`config.mk`:
```
export PLATFORM = sky130hd
export DESIGN_NAME = fwd_hazard_unit_flat
export DESIGN_NICKNAME = d
export VERILOG_FILES = /design/src/rtl/fwd_hazard_if.sv /design/src/rtl/fwd_hazard_unit.sv /design/src/flat_wrapper.sv
export SDC_FILE = /design/constraint.sdc
export NUM_CORES = 1
export LEC_CHECK = 0
export ABC_AREA = 1
export BUFFER_PORTS_ARGS = -buffer_cell sky130_fd_sc_hd__clkbuf_2
export CORE_ASPECT_RATIO = 1.2
export CORE_MARGIN = 1
export CORE_UTILIZATION = 50
export DETAILED_ROUTE_END_ITERATION = 8
export PLACE_DENSITY_LB_ADDON = 0.08
export SETUP_SLACK_MARGIN = 0.15
export SYNTH_ARGS = -nofsm -noshare
export SYNTH_HDL_FRONTEND = slang
export SYNTH_SLANG_ARGS = --single-unit
```
`constraint.sdc`:
```
create_clock -name clk -period 1.55 [get_ports clk]
set_input_delay 0.31 -clock clk [delete_from_list [all_inputs] [get_ports clk]]
set_output_delay 0.31 -clock clk [all_outputs]
set_load 0.1 [all_outputs]
```
`src/rtl/fwd_hazard_if.sv`:
```
// Bundle of ID/EX hazard-detection inputs and forward/stall outputs shared by
// the decode stage, the EX operand muxes and the forwarding/hazard unit.
interface fwd_hazard_if #(
  parameter int NUM_SRC    = 2,
  parameter int NUM_STAGES = 2,
  parameter int LAT_W      = 4,
  parameter int SEL_W      = $clog2(NUM_STAGES + 2)
);
  logic [NUM_SRC*5-1:0]     id_rs;
  logic [NUM_SRC-1:0]       id_rs_used;
  logic [4:0]               id_rd;
  logic                     id_regwrite;
  logic                     id_is_ll;
  logic [NUM_SRC*5-1:0]     ex_rs;
  logic [NUM_STAGES*5-1:0]  stage_rd;
  logic [NUM_STAGES-1:0]    stage_regwrite;
  logic [NUM_STAGES-1:0]    stage_is_load;
  logic                     ll_issue;
  logic [4:0]               ll_rd;
  logic [LAT_W-1:0]         ll_latency;
  logic [NUM_SRC*SEL_W-1:0] fwd_sel;
  logic                     stall;
  logic                     ll_busy;
  logic                     ll_wb;
  logic [4:0]               ll_wb_rd;
  logic                     ll_err;

  modport master (
    output id_rs, id_rs_used, id_rd, id_regwrite, id_is_ll, ex_rs,
           stage_rd, stage_regwrite, stage_is_load, ll_issue, ll_rd, ll_latency,
    input  fwd_sel, stall, ll_busy, ll_wb, ll_wb_rd, ll_err
  );

  modport slave (
    input  id_rs, id_rs_used, id_rd, id_regwrite, id_is_ll, ex_rs,
           stage_rd, stage_regwrite, stage_is_load, ll_issue, ll_rd, ll_latency,
    output fwd_sel, stall, ll_busy, ll_wb, ll_wb_rd, ll_err
  );
endinterface

```
`src/rtl/fwd_hazard_unit.sv`:
```
// Operand forwarding selects, load-use / long-latency stalls and a tracker for
// one outstanding long-latency (mul/div) operation.
module fwd_hazard_unit #(
  parameter int NUM_SRC    = 2,
  parameter int NUM_STAGES = 2,
  parameter int LAT_W      = 4,
  parameter int SEL_W      = $clog2(NUM_STAGES + 2)
) (
  input logic         clk,
  input logic         rst,
  fwd_hazard_if.slave bus
);

  typedef enum logic [1:0] {IDLE, BUSY, WB} ll_state_t;

  ll_state_t          state_q, state_d;
  logic [LAT_W-1:0]   cnt_q, cnt_d;
  logic [4:0]         ll_rd_q, ll_rd_d;
  logic               ll_err_q, ll_err_d;

  logic               ll_wb;
  logic [4:0]         ll_wb_rd;
  logic               busy_st;
  logic               load_use;
  logic               ll_raw;
  logic               ll_waw;
  logic               ll_struct;
  logic [NUM_SRC*SEL_W-1:0] fwd_sel_c;
  logic               unused_load_hi;

  // A latency of zero behaves like a single-cycle op.
  function automatic logic [LAT_W-1:0] eff_lat(input logic [LAT_W-1:0] lat);
    return (lat == '0) ? LAT_W'(1) : lat;
  endfunction

  always_ff @(posedge clk) begin
    if (rst) begin
      state_q  <= IDLE;
      cnt_q    <= '0;
      ll_rd_q  <= '0;
      ll_err_q <= 1'b0;
    end else begin
      state_q  <= state_d;
      cnt_q    <= cnt_d;
      ll_rd_q  <= ll_rd_d;
      ll_err_q <= ll_err_d;
    end
  end

  always_comb begin : ll_next
    logic [LAT_W-1:0] lat;
    state_d  = state_q;
    cnt_d    = cnt_q;
    ll_rd_d  = ll_rd_q;
    ll_err_d = ll_err_q;
    lat      = eff_lat(bus.ll_latency);
    case (state_q)
      BUSY: begin
        if (bus.ll_issue) ll_err_d = 1'b1;
        if (cnt_q == '0) state_d = WB;
        else             cnt_d   = cnt_q - LAT_W'(1);
      end
      IDLE, WB: begin
        if (bus.ll_issue) begin
          ll_rd_d = bus.ll_rd;
          if (lat == LAT_W'(1)) begin
            state_d = WB;
            cnt_d   = '0;
          end else begin
            state_d = BUSY;
            cnt_d   = lat - LAT_W'(2);
          end
        end else begin
          state_d = IDLE;
        end
      end
      default: state_d = IDLE;
    endcase
  end

  assign busy_st  = (state_q == BUSY);
  assign ll_wb    = (state_q == WB);
  assign ll_wb_rd = ll_wb ? ll_rd_q : 5'd0;

  // Youngest matching stage wins; the LL writeback is the lowest-priority source.
  always_comb begin : fwd_mux
    logic [4:0]       rs;
    logic [SEL_W-1:0] sel;
    fwd_sel_c = '0;
    for (int s = 0; s < NUM_SRC; s++) begin
      rs  = bus.ex_rs[s*5 +: 5];
      sel = '0;
      for (int j = NUM_STAGES - 1; j >= 0; j--) begin
        if (bus.stage_regwrite[j] && bus.stage_rd[j*5 +: 5] != 5'd0 &&
            bus.stage_rd[j*5 +: 5] == rs)
          sel = SEL_W'(j + 1);
      end
      if (sel == '0 && ll_wb && ll_wb_rd != 5'd0 && ll_wb_rd == rs)
        sel = SEL_W'(NUM_STAGES + 1);
      fwd_sel_c[s*SEL_W +: SEL_W] = sel;
    end
  end

  always_comb begin : hazard
    logic ld_hit;
    logic ll_hit;
    ld_hit = 1'b0;
    ll_hit = 1'b0;
    for (int s = 0; s < NUM_SRC; s++) begin
      if (bus.id_rs_used[s]) begin
        if (bus.id_rs[s*5 +: 5] == bus.stage_rd[4:0]) ld_hit = 1'b1;
        if (bus.id_rs[s*5 +: 5] == ll_rd_q)           ll_hit = 1'b1;
      end
    end
    load_use  = bus.stage_is_load[0] && bus.stage_regwrite[0] &&
                bus.stage_rd[4:0] != 5'd0 && ld_hit;
    ll_raw    = busy_st && ll_rd_q != 5'd0 && ll_hit;
    ll_waw    = busy_st && bus.id_regwrite && ll_rd_q != 5'd0 && bus.id_rd == ll_rd_q;
    ll_struct = busy_st && bus.id_is_ll;
  end

  assign unused_load_hi = &{1'b0, bus.stage_is_load};

  assign bus.fwd_sel  = fwd_sel_c;
  assign bus.stall    = load_use | ll_raw | ll_waw | ll_struct;
  assign bus.ll_busy  = (state_q != IDLE);
  assign bus.ll_wb    = ll_wb;
  assign bus.ll_wb_rd = ll_wb_rd;
  assign bus.ll_err   = ll_err_q;

endmodule

```
`src/flat_wrapper.sv`:
```
// flat-port wrapper written by rule: the top's interface ports become plain ports
module fwd_hazard_unit_flat 
#(
  parameter int NUM_SRC    = 2,
  parameter int NUM_STAGES = 2,
  parameter int LAT_W      = 4,
  parameter int SEL_W      = $clog2(NUM_STAGES + 2)
)
  (clk, rst, bus_id_rs, bus_id_rs_used, bus_id_rd, bus_id_regwrite, bus_id_is_ll, bus_ex_rs, bus_stage_rd, bus_stage_regwrite, bus_stage_is_load, bus_ll_issue, bus_ll_rd, bus_ll_latency, bus_fwd_sel, bus_stall, bus_ll_busy, bus_ll_wb, bus_ll_wb_rd, bus_ll_err);
  fwd_hazard_if #(.NUM_SRC(NUM_SRC), .NUM_STAGES(NUM_STAGES), .LAT_W(LAT_W), .SEL_W(SEL_W)) bus_i ();
  input logic clk;
  input logic rst;
  input wire logic [$bits(bus_i.id_rs)-1:0] bus_id_rs;
  input wire logic [$bits(bus_i.id_rs_used)-1:0] bus_id_rs_used;
  input wire logic [$bits(bus_i.id_rd)-1:0] bus_id_rd;
  input wire logic [$bits(bus_i.id_regwrite)-1:0] bus_id_regwrite;
  input wire logic [$bits(bus_i.id_is_ll)-1:0] bus_id_is_ll;
  input wire logic [$bits(bus_i.ex_rs)-1:0] bus_ex_rs;
  input wire logic [$bits(bus_i.stage_rd)-1:0] bus_stage_rd;
  input wire logic [$bits(bus_i.stage_regwrite)-1:0] bus_stage_regwrite;
  input wire logic [$bits(bus_i.stage_is_load)-1:0] bus_stage_is_load;
  input wire logic [$bits(bus_i.ll_issue)-1:0] bus_ll_issue;
  input wire logic [$bits(bus_i.ll_rd)-1:0] bus_ll_rd;
  input wire logic [$bits(bus_i.ll_latency)-1:0] bus_ll_latency;
  output wire logic [$bits(bus_i.fwd_sel)-1:0] bus_fwd_sel;
  output wire logic [$bits(bus_i.stall)-1:0] bus_stall;
  output wire logic [$bits(bus_i.ll_busy)-1:0] bus_ll_busy;
  output wire logic [$bits(bus_i.ll_wb)-1:0] bus_ll_wb;
  output wire logic [$bits(bus_i.ll_wb_rd)-1:0] bus_ll_wb_rd;
  output wire logic [$bits(bus_i.ll_err)-1:0] bus_ll_err;
  assign bus_i.id_rs = bus_id_rs;
  assign bus_i.id_rs_used = bus_id_rs_used;
  assign bus_i.id_rd = bus_id_rd;
  assign bus_i.id_regwrite = bus_id_regwrite;
  assign bus_i.id_is_ll = bus_id_is_ll;
  assign bus_i.ex_rs = bus_ex_rs;
  assign bus_i.stage_rd = bus_stage_rd;
  assign bus_i.stage_regwrite = bus_stage_regwrite;
  assign bus_i.stage_is_load = bus_stage_is_load;
  assign bus_i.ll_issue = bus_ll_issue;
  assign bus_i.ll_rd = bus_ll_rd;
  assign bus_i.ll_latency = bus_ll_latency;
  assign bus_fwd_sel = bus_i.fwd_sel;
  assign bus_stall = bus_i.stall;
  assign bus_ll_busy = bus_i.ll_busy;
  assign bus_ll_wb = bus_i.ll_wb;
  assign bus_ll_wb_rd = bus_i.ll_wb_rd;
  assign bus_ll_err = bus_i.ll_err;
  fwd_hazard_unit #(.NUM_SRC(NUM_SRC), .NUM_STAGES(NUM_STAGES), .LAT_W(LAT_W), .SEL_W(SEL_W)) u_core (.clk(clk), .rst(rst), .bus(bus_i));
endmodule
```
==> results.sh, run 1 <==
export IMPL_outcome="finished with violations"
export IMPL_violations="negative setup slack"
export IMPL_ant_nets=0
export IMPL_diodes=0
export IMPL_cp_required_ns=1.24
export IMPL_intPower_mw=0.919
export IMPL_core_area_sq_mm=0.00334
export IMPL_hold_ws_ns=0.265
export IMPL_gp_congestion=0.867
export IMPL_wirelength_um=6390
export IMPL_hpwl_um=4310
export IMPL_max_slew_margin=0.643
export IMPL_drv_slew=0
export IMPL_layout_common_cells="110 x nand2_1, 54 x clkbuf_2, 45 x inv_1, 43 x nor2_1, 30 x buf_4"
export IMPL_tightest_slew_ns=0.538
export IMPL_cpMaxStageDelayCell="dfxtp_4"
export IMPL_die_h_um=66.7
export IMPL_peakVddDrop_uv=763
export IMPL_synth_nets=396
export IMPL_cts_sinks=12
export IMPL_initial_core_util=0.522
export IMPL_nFillCells=204
export IMPL_clk_latency_ns=0.25
export IMPL_wl_met3_um=415
export IMPL_p_leak_nw=1.61
export IMPL_syn_inst=339
export IMPL_min_path_type="input pin to register"
export IMPL_hp_start="rst"
export IMPL_htree_levels=1
export IMPL_drive_above_1_share=0.385
export IMPL_synth_cell_types=29
export IMPL_synth_avg_cell_area_sq_um=5.14
export IMPL_r2r_slack_ns=0.07
export IMPL_clock_skew_ns=0.00522
export IMPL_power_share_sequential=0.239
export IMPL_vias=2533
export IMPL_hold_buffers=0
export IMPL_vias_per_cell=5.27
export IMPL_ys_ff_latch=12
export IMPL_post_route_util=0.864
export IMPL_rows=23
export IMPL_fin_crit_ns=2.00
export IMPL_post_route_period_util=1.29
export IMPL_fin_nets=502
export IMPL_die_x_um=55.9
export IMPL_grt_pass1_wl_um=9030
export IMPL_cp_num_buf_inv=3
export IMPL_cts_tree="done"
export IMPL_grt_ovfl_total=0
export IMPL_cts_max_path_buffers=2
export IMPL_worstPathArrival_ns=1.69
export IMPL_dr_pass1_iters=4
export IMPL_reg2regPathDepth=10
export IMPL_synth_top_area_share=0.259
export IMPL_register_area_sq_um=267
export IMPL_switching_share=0.438
export IMPL_grt_max_degree=13
export IMPL_yosysSeqAreaShare=0.138
export IMPL_cts_clk_slew_worst_paths_ns=0.05
export IMPL_power_frac_comb=0.576
export IMPL_synth_top_area_cell="nand2_1"
export IMPL_p_switching_mw=0.715
export IMPL_cpPeakStageDelay_ns=0.39
export IMPL_crit_family="simple AND/OR/NAND/NOR gates"
export IMPL_hold_viol=0
export IMPL_cp_end_kind="primary output"
export IMPL_yosys_warnings=0
export IMPL_area_delta_synth_final_pct=65.7
export IMPL_routed_top_layer="met4"
export IMPL_wl_met2_um=3330
export IMPL_path_cells="inv_6 -> buf_4 -> nand4_2 -> nand2_1 -> nor2_2 -> nand3_2 -> a21oi_4 -> buf_12"
export IMPL_setup_violations=6
export IMPL_crit_cells=8
export IMPL_cap_violations=0
export IMPL_fin_ws_ns=-0.446
export IMPL_path_class="register to primary output"
export IMPL_regToRegStartpoint="u_core.state_q[0]$_SDFFE_PP0P_"
export IMPL_rsz0062_at_grt="yes"
export IMPL_antenna_found_initial=0
export IMPL_p_clk_frac=0.185
export IMPL_track_usage=0.301
export IMPL_io_buffers=66
export IMPL_cp_max_fo=7
export IMPL_drtIter0Drc=141
export IMPL_route_detailed_drc=0
export IMPL_synth_area_sq_mm=0.00174
export IMPL_multi_input_area_sq_mm=0.00141
export IMPL_fin_total_pwr_mw=1.63
export IMPL_reg2reg_to="u_core.cnt_q[0]$_SDFFE_PP0P_"
export IMPL_synthTopCellsByArea="nand2_1 26%, dfxtp_1 14%, inv_1 12%, nor2_1 11%, nand3_1 6.9%"
export IMPL_p_per_area_mw_per_mm2=566
export IMPL_io_pin_count=68
export IMPL_wire_per_inst_um=13.3
export IMPL_hold_path_end="u_core.state_q[0]$_SDFFE_PP0P_"
export IMPL_whs_path_depth=2
export IMPL_numCtsBuffers=3
export IMPL_max_freq_mhz=501
export IMPL_crit_path_start_kind="register"
export IMPL_mostFrequentLayoutCell="nand2_1"
export IMPL_met1Wirelength_um=2430
export IMPL_grt_pass1_vias=2233
export IMPL_tns_ns=-2.40
export IMPL_cts_root_buf="clkbuf_8"
export IMPL_die_area_sq_mm=0.00372
[per-stage QoR]
step                setup slack (ns)  cells  area [sq um]
detailed placement            -0.190    469          2600
finish                        -0.446    481          2890
floorplan                     -0.799    339          1850
global placement              -0.172    469          2600
CTS                           -0.361    477          2730
global route                  -0.510    481          2890
[power by group through the flow]
stage	registers, mW	clock network [mW]	logic (mW)
after CTS	0.383	0.295	0.826
after detailed placement	0.385	0	0.789
after global placement	0.384	0	0.773
final	0.391	0.302	0.942
after global routing	0.394	0.314	1.02
after floorplan	0.387	0	0.484
[final cells by class]
type                            count  area share
Inverter                           57      0.0837
Sequential cell                    12      0.0924
Tap cell                           37      0.0160
Clock buffer                        4      0.0156
Multi-Input combinational cell    263       0.487
Timing Repair Buffer              108       0.305
[registers in the layout (all words and copies together) (netlist names)]
signal / count
u_core.ll_rd_q: 5
u_core.cnt_q: 4
u_core.state_q: 2
u_core.bus.ll_err: 1
[logic make-up after synthesis]
group | Yosys count | synth area share
AO/OA/AOI/OAI | 37 | 0.118
XOR/XNOR | 14 | 0.0704
adder cells (fa/ha/maj) | 2 | 0.0144
buffers and inverters | 64 | 0.149
flip-flops | 12 | 0.138
AND/OR/NAND/NOR | 210 | 0.511
[worst reg2reg max path: stages (launching register included)]
cell,delay [ns]
dfxtp_4,0.39
inv_6,0.06
buf_6,0.11
buf_6,0.11
nor2_4,0.14
buf_6,0.12
buf_6,0.11
nand2_8,0.06
nand2_8,0.09
o21ai_2,0.07
a31oi_1,0.15
[per-layer routing]
layer | up-vias | global-route usage
li1 | 1258 | -
met1 | 1139 | 0.332
met2 | 115 | 0.568
met3 | 21 | 0.0369
met4 | 0 | 0.152
met5 | - | 0
[worst max path at each step]
stage                                         from        endpoint
finish              u_core.state_q[0]$_SDFFE_PP0P_  bus_fwd_sel[1]
global route        u_core.state_q[0]$_SDFFE_PP0P_  bus_fwd_sel[1]
CTS                 u_core.state_q[1]$_SDFFE_PP0P_  bus_fwd_sel[3]
detailed placement  u_core.state_q[0]$_SDFFE_PP0P_  bus_fwd_sel[3]
global placement    u_core.state_q[0]$_SDFFE_PP0P_  bus_fwd_sel[3]
floorplan           u_core.state_q[1]$_SDFFE_PP0P_  bus_fwd_sel[1]
[Yosys cell counts, drive strengths merged]
library cell / count
a21oi: 14
a31oi: 2
and2: 1
buf: 6
clkbuf: 1
dfxtp: 12
ha: 2
inv: 57
nand2: 122
nand3: 26
nand3b: 1
nand4: 5
nor2: 53
nor3: 2
o21ai: 19
o22ai: 2
xnor2: 5
xor2: 9
[repair_timing]
action                                  CTS  global route
gates resized for setup                  23            37
pin swaps                                11            14
endpoints found under the setup margin   13            15
buffers inserted                          4             4
Note: power is estimated with default switching activity, not from simulation.
==> run 2: changes to the inputs <==
--- a/config.mk
+++ b/config.mk
@@ -6,10 +6,13 @@
 export NUM_CORES = 1
 export LEC_CHECK = 0
 export ABC_AREA = 1
+export ABC_CLOCK_PERIOD_IN_PS = 1550
 export BUFFER_PORTS_ARGS = -buffer_cell sky130_fd_sc_hd__clkbuf_2
+export CELL_PAD_IN_SITES_DETAIL_PLACEMENT = 0
+export CELL_PAD_IN_SITES_GLOBAL_PLACEMENT = 1
 export CORE_ASPECT_RATIO = 1.2
 export CORE_MARGIN = 1
-export CORE_UTILIZATION = 50
+export CORE_UTILIZATION = 31
 export DETAILED_ROUTE_END_ITERATION = 8
 export PLACE_DENSITY_LB_ADDON = 0.08
 export SETUP_SLACK_MARGIN = 0.15
==> run 2 against run 1 <==
Effect of this change: the flow still finishes with violations (negative setup slack); cell count rose by 6.4%; sequential cell count did not move; power fell by 2.3%; via count fell by 7.3%; non-clock buffer count rose by 6; worst setup slack improved by 0.018 ns; worst hold slack improved by 0.010 ns; die area rose by 59%; utilization fell by 32 points; critical path type unchanged; critical endpoint is now bus_fwd_sel[3].
==> results.sh, run 2 (synthesis results as in run 1) <==
export IMPL_r2r_slack_ns=0.22
export IMPL_cp_max_fo=6
export IMPL_drive_above_1_share=0.364
export IMPL_power_share_sequential=0.243
export IMPL_largest_register_ffs=5
export IMPL_switching_share=0.408
export IMPL_p_per_area_mw_per_mm2=551
export IMPL_reg2reg_to="u_core.cnt_q[2]$_SDFFE_PP0P_"
export IMPL_io_buffers=66
export IMPL_crit_end="bus_fwd_sel[3]"
export IMPL_ant_nets=0
export IMPL_cp_required_ns=1.24
export IMPL_wirelength_um=5540
export IMPL_worstSetupStartpoint="u_core.state_q[0]$_SDFFE_PP0P_"
export IMPL_outcome="finished with violations"
export IMPL_intPower_mw=0.945
export IMPL_route_detailed_drc=0
export IMPL_regToRegStartpoint="u_core.state_q[0]$_SDFFE_PP0P_"
export IMPL_fin_crit_ns=1.98
export IMPL_hold_buffers=0
export IMPL_largestRegisters="u_core.ll_rd_q: 5 flops, u_core.cnt_q: 4 flops, u_core.state_q: 2 flops"
export IMPL_path_class="register to primary output"
export IMPL_mostFrequentLayoutCell="nand2_1"
export IMPL_cts_clk_slew_worst_paths_ns=0.06
export IMPL_vias=2349
export IMPL_power_frac_comb=0.541
export IMPL_cap_violations=0
export IMPL_tightest_slew_ns=0.538
export IMPL_dr_pass1_iters=4
export IMPL_fin_ws_ns=-0.428
export IMPL_initial_core_util=0.327
export IMPL_grt_pass1_vias=2147
export IMPL_hpwl_um=4640
export IMPL_setup_violations=8
export IMPL_fin_cells=512
export IMPL_placed_cells=504
export IMPL_layout_common_cells="114 x nand2_1, 54 x clkbuf_2, 47 x inv_1, 45 x nor2_1, 41 x buf_4"
export IMPL_max_freq_mhz=506
export IMPL_crit_path_start_kind="register"
export IMPL_rsz0062_at_grt="yes"
export IMPL_drv_slew=0
export IMPL_p_leak_nw=1.63
export IMPL_area_delta_synth_final_pct=66.3
export IMPL_clock_skew_ns=0.00393
export IMPL_cts_tree="done"
export IMPL_die_area_sq_mm=0.00592
export IMPL_post_route_period_util=1.28
export IMPL_grt_max_degree=13
export IMPL_fin_total_pwr_mw=1.60
export IMPL_track_usage=0.191
export IMPL_drtIter0Drc=65
export IMPL_peakVddDrop_uv=737
export IMPL_cp_end_kind="primary output"
export IMPL_cts_sinks=12
export IMPL_violations="negative setup slack"
export IMPL_top_register="u_core.ll_rd_q"
export IMPL_worstPathArrival_ns=1.67
export IMPL_hold_ws_ns=0.275
export IMPL_die_h_um=84.1
export IMPL_min_path_type="input pin to register"
export IMPL_fin_nets=508
export IMPL_p_clk_frac=0.216
export IMPL_grt_pass1_wl_um=9450
export IMPL_max_slew_margin=0.643
export IMPL_die_x_um=70.4
export IMPL_tns_ns=-2.18
export IMPL_cts_max_path_buffers=2
export IMPL_io_pin_count=68
export IMPL_clk_latency_ns=0.24
export IMPL_hold_viol=0
export IMPL_numCtsBuffers=3
export IMPL_p_switching_mw=0.651
export IMPL_vias_per_cell=4.59
export IMPL_cts_root_buf="clkbuf_8"
export IMPL_gp_congestion=0.782
export IMPL_htree_levels=1
export IMPL_wire_per_inst_um=10.8
export IMPL_diodes=0
export IMPL_antenna_found_initial=0
export IMPL_core_area_sq_mm=0.00533
export IMPL_reg2regPathDepth=8
export IMPL_rows=29
export IMPL_grt_ovfl_total=0
==> run 2: cell types whose count changed in the layout (fill, tap and decap cells not counted), moves of 3 or more <==
cell	previous run	this run
nand2_1	110	114
buf_6	11	7
o21ai_2	3	0
o21ai_1	3	7
nand2_2	9	6
buf_4	30	41
==> run 2: final cells by class <==
type | count | area [sq um]
clock buffers | 4 | 55.1
fillers | 562 | 2440
inverters | 57 | 241
multi-input cells | 263 | 1360
flip-flops and latches | 12 | 264
well taps | 62 | 77.6
repair buffers | 114 | 897
==> run 2: routing by layer <==
metal / track usage / share of wire / routed length [um]
met1: 0.236 / 0.46 / 2520
met3: 0.0193 / 0.042 / 233
met4: 0.0327 / 0.0087 / 48
met5: 0 / 0 / 0
met2: 0.356 / 0.49 / 2730
==> run 2: worst min path at each step <==
stage                                               from                        endpoint  cells past startpoint
after CTS                                            rst  u_core.state_q[0]$_SDFFE_PP0P_                      2
after global routing                                 rst  u_core.state_q[1]$_SDFFE_PP0P_                      2
after detailed placement  u_core.bus.ll_err$_SDFFE_PP0P_  u_core.bus.ll_err$_SDFFE_PP0P_                      2
final                                                rst  u_core.state_q[0]$_SDFFE_PP0P_                      2
after floorplan                                      rst  u_core.bus.ll_err$_SDFFE_PP0P_                      1
after global placement    u_core.bus.ll_err$_SDFFE_PP0P_  u_core.bus.ll_err$_SDFFE_PP0P_                      2
==> run 2: worst max-delay path, stage by stage (launching register included) <==
cell	delay [ns]
dfxtp_2	0.34
buf_6	0.12
nor2_4	0.18
o21ai_1	0.10
nand4_1	0.13
nand3_2	0.16
a21oi_4	0.20
buf_12	0.19
==> run 2: what timing repair did <==
action,CTS,global route
gates resized for setup,25,16
buffers inserted,2,2
pin swaps,19,5
endpoints found under the hold margin,0,0
setup endpoints to repair,12,15
==> run 2: power groups by stage <==
stage	clock network, mW	registers [mW]	logic, mW
finish	0.345	0.388	0.864
global route	0.356	0.393	0.956
CTS	0.352	0.385	0.847
detailed placement	0	0.386	0.817
global placement	0	0.384	0.814
floorplan	0	0.387	0.484
==> run 2: per-stage QoR <==
| stage | cell area [sq um] | worst slack, ns | util |
|---|---|---|---|
| 5_1_grt | 2900 | -0.494 | 0.543 |
| 3_5_place_dp | 2700 | -0.186 | 0.506 |
| 4_1_cts | 2830 | -0.412 | 0.531 |
| 2_1_floorplan | 1850 | -0.799 | - |
| 6_report | 2900 | -0.428 | 0.543 |
| 3_3_place_gp | 2700 | -0.185 | 0.506 |
